File: config.mk
export PLATFORM = sky130hd
export DESIGN_NAME = twos_comp_serial
export DESIGN_NICKNAME = d
export VERILOG_FILES = /design/src/rtl/twos_comp_pkg.sv /design/src/rtl/ha_cell.sv /design/src/rtl/twos_comp_serial.sv
export SDC_FILE = /design/constraint.sdc
export NUM_CORES = 1
export LEC_CHECK = 0
export CAP_MARGIN = 20
export CORE_MARGIN = 5
export CORE_UTILIZATION = 50
export CTS_CLUSTER_SIZE = 30
export DETAILED_ROUTE_END_ITERATION = 7
export PLACE_DENSITY_LB_ADDON = 0.1
export SYNTH_ARGS = -nofsm -noshare
export SYNTH_HDL_FRONTEND = slang
export SYNTH_SLANG_ARGS = --single-unit
File: constraint.sdc
create_clock -name clk -period 1.95 [get_ports clk]
set_input_delay 0.4875 -clock clk [delete_from_list [all_inputs] [get_ports clk]]
set_output_delay 0.4875 -clock clk [all_outputs]
set_load 0.02 [all_outputs]
File: src/rtl/twos_comp_pkg.sv
// rtl/twos_comp_pkg.sv - shared mode and state types for the serial sign converter
package twos_comp_pkg;

    typedef enum logic [1:0] {
        MODE_NEG   = 2'd0,
        MODE_SM2TC = 2'd1,
        MODE_TC2SM = 2'd2,
        MODE_ABS   = 2'd3
    } conv_mode_t;

    typedef enum logic {
        ST_IDLE = 1'b0,
        ST_RUN  = 1'b1
    } conv_state_t;

endpackage

File: src/rtl/ha_cell.sv
// rtl/ha_cell.sv - half-adder cell reused once per bit by the serial converter
module ha_cell (
    input  logic ai,
    input  logic bi,
    output logic si,
    output logic couti
);

    assign si    = ai ^ bi;
    assign couti = ai & bi;

endmodule

File: src/rtl/twos_comp_serial.sv
// rtl/twos_comp_serial.sv - bit-serial NEG / SM2TC / TC2SM / ABS converter, LSB first
module twos_comp_serial
    import twos_comp_pkg::*;
#(
    parameter int WIDTH = 8
) (
    input  logic             clk,
    input  logic             rst,
    input  logic             start_i,
    input  logic [1:0]       mode_i,
    input  logic [WIDTH-1:0] a_i,
    output logic             busy_o,
    output logic             done_o,
    output logic [WIDTH-1:0] b_o,
    output logic             ovf_o
);

    localparam int CW = $clog2(WIDTH);

    conv_state_t      state, state_nx;
    conv_mode_t       mode_q;
    logic [WIDTH-1:0] a_sh;
    logic [WIDTH-2:0] res_sh;
    logic [WIDTH-1:0] res_full;
    logic [CW-1:0]    cnt;
    logic             carry;
    logic             inv;
    logic             sign;
    logic             nz;
    logic             accept;
    logic             last;
    logic             x;
    logic             sum;
    logic             cout;
    logic             msb_bit;
    logic             res_bit;
    logic             ovf_nx;
    logic             inv_start;

    assign accept    = (state == ST_IDLE) && start_i;
    assign last      = (cnt == CW'(WIDTH - 1));
    assign x         = a_sh[0] ^ inv;
    assign inv_start = (mode_i == MODE_NEG) ? 1'b1 : a_i[WIDTH-1];
    assign busy_o    = (state == ST_RUN);

    ha_cell u_ha (
        .ai    (x),
        .bi    (carry),
        .si    (sum),
        .couti (cout)
    );

    // The sign-magnitude modes replace the serial MSB; nz holds the OR of bits 0..WIDTH-2
    always_comb begin
        msb_bit = sum;
        case (mode_q)
            MODE_SM2TC: msb_bit = sign & nz;
            MODE_TC2SM: msb_bit = sign;
            default:    msb_bit = sum;
        endcase
    end

    assign res_bit  = last ? msb_bit : sum;
    assign res_full = {res_bit, res_sh};
    assign ovf_nx   = (mode_q != MODE_SM2TC) && sign && !nz;

    always_ff @(posedge clk or posedge rst) begin
        if (rst) begin
            state <= ST_IDLE;
        end else begin
            state <= state_nx;
        end
    end

    always_comb begin
        state_nx = state;
        case (state)
            ST_IDLE: if (start_i) state_nx = ST_RUN;
            ST_RUN:  if (last)    state_nx = ST_IDLE;
            default:              state_nx = ST_IDLE;
        endcase
    end

    always_ff @(posedge clk or posedge rst) begin
        if (rst) begin
            mode_q <= MODE_NEG;
            a_sh   <= '0;
            res_sh <= '0;
            cnt    <= '0;
            carry  <= 1'b0;
            inv    <= 1'b0;
            sign   <= 1'b0;
            nz     <= 1'b0;
            done_o <= 1'b0;
            b_o    <= '0;
            ovf_o  <= 1'b0;
        end else begin
            done_o <= 1'b0;
            if (accept) begin
                a_sh   <= a_i;
                mode_q <= conv_mode_t'(mode_i);
                inv    <= inv_start;
                carry  <= inv_start;
                sign   <= a_i[WIDTH-1];
                nz     <= 1'b0;
                cnt    <= '0;
            end else if (state == ST_RUN) begin
                a_sh   <= a_sh >> 1;
                carry  <= cout;
                nz     <= nz | a_sh[0];
                cnt    <= cnt + 1'b1;
                res_sh <= res_full[WIDTH-1:1];
                if (last) begin
                    b_o    <= res_full;
                    ovf_o  <= ovf_nx;
                    done_o <= 1'b1;
                end
            end
        end
    end

endmodule

Word level (Yosys, flattened, before mapping):

Index checks and enable logic that the tools add are counted.

* flip-flop bits (word level): 35
* output and inout bits: 11
* logic and storage cells: 49

* $add $sub $neg: 1
* equal/unequal tests: 4
* muxes and demuxes: 17
* bitwise gates (word level): 7
* reductions and logical operators: 8

Operator list (count)
* $mux W8: 2
* $mux W1: 11
* $mux W3: 2
* $pmux W1 S2: 2
* $add A3 B1 Y3 const B: 1
* $eq A3 B3 Y1 const B: 1
* $logic_and A1 B1 Y1: 3
* $reduce_and A3 Y1: 1
* $and A1 B1 Y1: 2
* $eq A2 B1 Y1 const B: 1
* $eq A2 B2 Y1 const B: 1
* $logic_not A2 Y1: 1
* $ne A2 B1 Y1 const B: 1
* $not A1 Y1: 2
* $reduce_and A2 Y1: 1
* $reduce_bool A2 Y1: 1
* $xor A1 B1 Y1: 2
* $logic_not A1 Y1: 1
* $or A1 B1 Y1: 1

Depth between registers and ports, before layout:

* word-level depth: 4
* depth in mapped cells: 6
* gate-level depth less buffers: 6

Hierarchy:

A second synthesis with hierarchy kept.

* cell total of the unflattened synthesis: 121
* area, all modules: 1468.9 µm²

Modules (own cells, without submodules)
* twos_comp_serial: instances 1, cells each 120, area an instance 1456.4 µm²
* ha_cell: instances 1, cells each 1, area an instance 12.5 µm²

Worst setup path after synthesis:

Ideal clock, no wire load.

* path kind: reg-to-reg
* from: register cnt[0]
* to: register res_sh[6]
* library setup time: 81 ps
* arrival time: 1346 ps
* required time: 1869 ps
* slack: 523 ps
* stages on the path, launching flop included: 6
* period minus slack after synthesis: 1427 ps
* cell sequence: dfrtp_1 > ha_1 > ha_1 > inv_1 > or4_4 > a31oi_2

* word-level cells in the longest chain between the ends: 2

RTL lines
* from (decl): RTL line twos_comp_serial.sv:25 `logic [CW-1:0] cnt;`
* from (signal assigned): RTL line twos_comp_serial.sv:111 `cnt <= cnt + 1'b1;`
* $eq A3 B3 Y1: RTL line twos_comp_serial.sv:41 `assign last = (cnt == CW'(WIDTH - 1));`
* $mux W1: RTL line twos_comp_serial.sv:63 `assign res_bit = last ? msb_bit : sum;`
* to (signal assigned): RTL line twos_comp_serial.sv:112 `res_sh <= res_full[WIDTH-1:1];`
* to (decl): RTL line twos_comp_serial.sv:23 `logic [WIDTH-2:0] res_sh;`

No other way between the ends.
A chain may end at the register's enable or synchronous reset.

Worst setup path after layout:

* from: register state (netlist: busy_o)
* to: output port busy_o

RTL lines
* from (decl): RTL line twos_comp_serial.sv:20 `conv_state_t state, state_nx;`
* from (signal assigned): RTL line twos_comp_serial.sv:71 `state <= state_nx;`
* to (decl): RTL line twos_comp_serial.sv:12 `output logic busy_o,`

No word-level cell between the ends.

==> flow_summary_export.csv <==
group,metric,value,unit
timing,period_minus_slack,1.81,ns
timing,hold_violations,0,
timing,fmax,0.552,GHz
cts,htreeDepth,2,
grt,grt_util_all_layers,13.9,%
synthesis,ys_types,23,
routing,drtIter0Drc,16,
grt,grt_max_degree,36,
cts,cts_resized,0,
cts,insertion_delay,0.33,ns
timing,report.final.slew_viol_count,0,
routing,vias,953,
routing,drc_errors,0,
die,die_y,64.2,µm
layout,layout_commonest_cell,"dfrtp_1",
cts,clockBufferDepth,2,
cts,holdBufCountCts,0,
grt,grt_pass1_vias,977,
layout,antennaDiodeCount,0,
timing,worst_slew_pin_slew,0.425,ns
timing,relSlewSlack,71.6,%
placed_design,hpwl,1.80,mm
grt,antenna_found_initial,0,
synthesis,synth-edff-count,0,
synthesis,netlist_area,1470,µm²
critical_path,cpMaxStageDelayCell,"clkdlybuf4s50_1",
power,p_total,2840,µW
synthesis,synth_ff_type,"dfrtp_1",
layout,nets,168,
die,row_count,19,
critical_path,crit_path_start,"busy_o",
timing,rsz0062_at_grt,"no",
critical_path,crit_chain,"clkdlybuf4s50_1",
grt,grt_pass1_wl,4.36,mm
critical_path,reg2reg_to,"b_o[0]",
die,die_w,64.2,µm
synthesis,ys_ff_latch,35,
critical_path,endpoint_kind,"primary output",
outcome,outcome,"finished clean",
critical_path,cp.required,1.46,ns
critical_path,crit_family,"buffers and inverters",
placed_design,gp_congestion,0.800,
synthesis,syn_inst,120,
critical_path,worst-path-stages,1,
critical_path,r2r_cells,4,
critical_path,critical_path.max_fanout,2,
synthesis,synth_adder_area_share,4.25,%
routing,drt_wl_total,2.54,mm
synthesis,yosys-top-cells-area,"dfrtp_1 60%, mux2_2 11%, mux2i_1 5.4%",
routing,wl_per_cell,14.0,µm
cts,cts_setup_buffers,0,
placed_design,io_buffer_count,23,
die,ios,24,
cts,cts_tree,"yes",
synthesis,synth-compound-area-share,9.27,%
synthesis,synth-xor-area-share,0.595,%
layout,final_cell_mix,"35 x dfrtp_1, 23 x clkdlybuf4s50_1, 14 x mux2_2, 12 x nand2_1, 12 x o21ai_0",
synthesis,synthMuxAreaShare,16.2,%
grt,grt-ovfl-total,0,
synthesis,synth_warnings,0,
routing,postRouteAntennaNets,0,
placed_design,place_ws,0.233,ns
routing,drt_first_pass_iters,4,
synthesis,ys_seq_area_share,59.5,%
timing,skew,0.00606,ns
layout,syn_to_final_growth,24.0,%
worst_hold_path,hold_path_class,"flip-flop to flip-flop",
critical_path,cp_slowest_stage_delay,0.61,ns
die,floorplan.initialDensity,52.9,%
power,vdd_drop_max,1260,µV
synthesis,synth_top_family_by_area,"multiplexers",
power,p_leak,0.000831,µW
critical_path,r2r_setup_slack,0.36,ns
die,dieArea,4130,µm²
timing,setup_ws,0.139,ns
placed_design,dp.cells,174,
timing,final.period_utilization,92.9,%
synthesis,synth_area_leader_cell,"dfrtp_1",
cts,cts_root_buf,"clkbuf_4",
critical_path,worstPathArrival,1.32,ns
critical_path,r2r-start,"busy_o",
synthesis,yosysTopAreaCellShare,59.5,%
synthesis,yosys.area_share.simple,7.14,%
critical_path,worst_setup_path_start_kind,"flip-flop",
routing,routed_via_density,5.27,
timing,tns,0,ns
critical_path,cp-endpoint,"busy_o",
synthesis,syn_area_per_cell,12.3,µm²
critical_path,crit_buf_inv,1,
critical_path,crit_type,"flip-flop to primary output",
power,p_per_area,1550,nW/µm²
run,cap_viol_max_count,0,
synthesis,synth_fp_nets,138,
layout,drive_gt1_share,20.0,%
cts,cts_sinks,35,
die,core,2780,µm²
layout,fin_cells,181,
cts,clk_pin_slew,0.10,ns
timing,setup_viol,0,
synthesis,synthArstFlopShare,100,%
cts,numCtsBuffers,5,
-- cells in the mapped netlist, types with 2 or more instances --
| master | number |
|---|---|
| clkbuf_1 | 2 |
| o21ai_0 | 12 |
| inv_1 | 6 |
| nand2_1 | 12 |
| a21oi_1 | 3 |
| mux2i_1 | 8 |
| nor2_1 | 8 |
| mux2_2 | 14 |
| ha_1 | 5 |
| buf_2 | 3 |
| dfrtp_1 | 35 |
-- cell type report --
cell class | count | area [µm²]
flip-flops and latches | 35 | 876
multi-input cells | 74 | 551
well taps | 31 | 38.8
fillers | 230 | 957
inverters | 6 | 22.5
clock buffers | 6 | 51.3
clock inverters | 1 | 5.00
repair buffers | 28 | 280
-- through the flow --
stage          cell area, µm²  util (%)  hold slack (ns)
2_1_floorplan            1470         -            0.449
3_3_place_gp             1770      63.6            0.460
3_5_place_dp             1770      63.6            0.471
4_1_cts                  1820      65.6            0.497
5_1_grt                  1820      65.6            0.516
6_report                 1820      65.6            0.493
-- layer usage --
| metal | GRT usage [%] | up-vias | part of all wire (%) |
|---|---|---|---|
| met2 | 20.5 | 22 | 45 |
| met5 | 0 | - | 0 |
| met3 | 4.73 | 5 | 5.7 |
| met4 | 6.87 | 0 | 1.7 |
| met1 | 18.1 | 457 | 47 |
| li1 | - | 469 | - |
-- kinds of logic (layout without fill, tap and decap cells) --
logic type / after synthesis / after routing
AOI/OAI and AO/OA: 22 / 22
xor gates and xnor gates: 1 / 1
adders and majority gates: 5 / 5
buffers and inverters: 11 / 41
DFF: 35 / 35
muxes: 22 / 22
and+or+nand+nor: 24 / 24
-- worst min path at each step --
stage	end	from	slack, ns	cells past startpoint
global placement	a_sh[3]	a_sh[4]	0.46	2
finish	a_sh[0]	a_sh[1]	0.49	2
CTS	a_sh[3]	a_sh[4]	0.50	2
detailed placement	a_sh[6]	a_sh[7]	0.47	2
floorplan	a_sh[0]	a_sh[1]	0.45	2
global route	ovf_o	nz	0.52	1
-- power by group --
| part | switching, µW | total, µW | leakage (µW) | internal, µW |
|---|---|---|---|---|
| logic | 577 | 1190 | 0.000374 | 616 |
| clock network | 221 | 388 | 0.0000341 | 167 |
| registers | 191 | 1250 | 0.000423 | 1060 |
| total | 989 | 2840 | 0.000831 | 1850 |
-- registers in the layout (all words and copies together), names as in the netlist --
signal  flops
a_sh        8
busy_o      1
mode_q      2
cnt         3
sign        1
done_o      1
nz          1
carry       1
ovf_o       1
inv         1
b_o         8
res_sh      7
(Power assumes the default switching activity.)
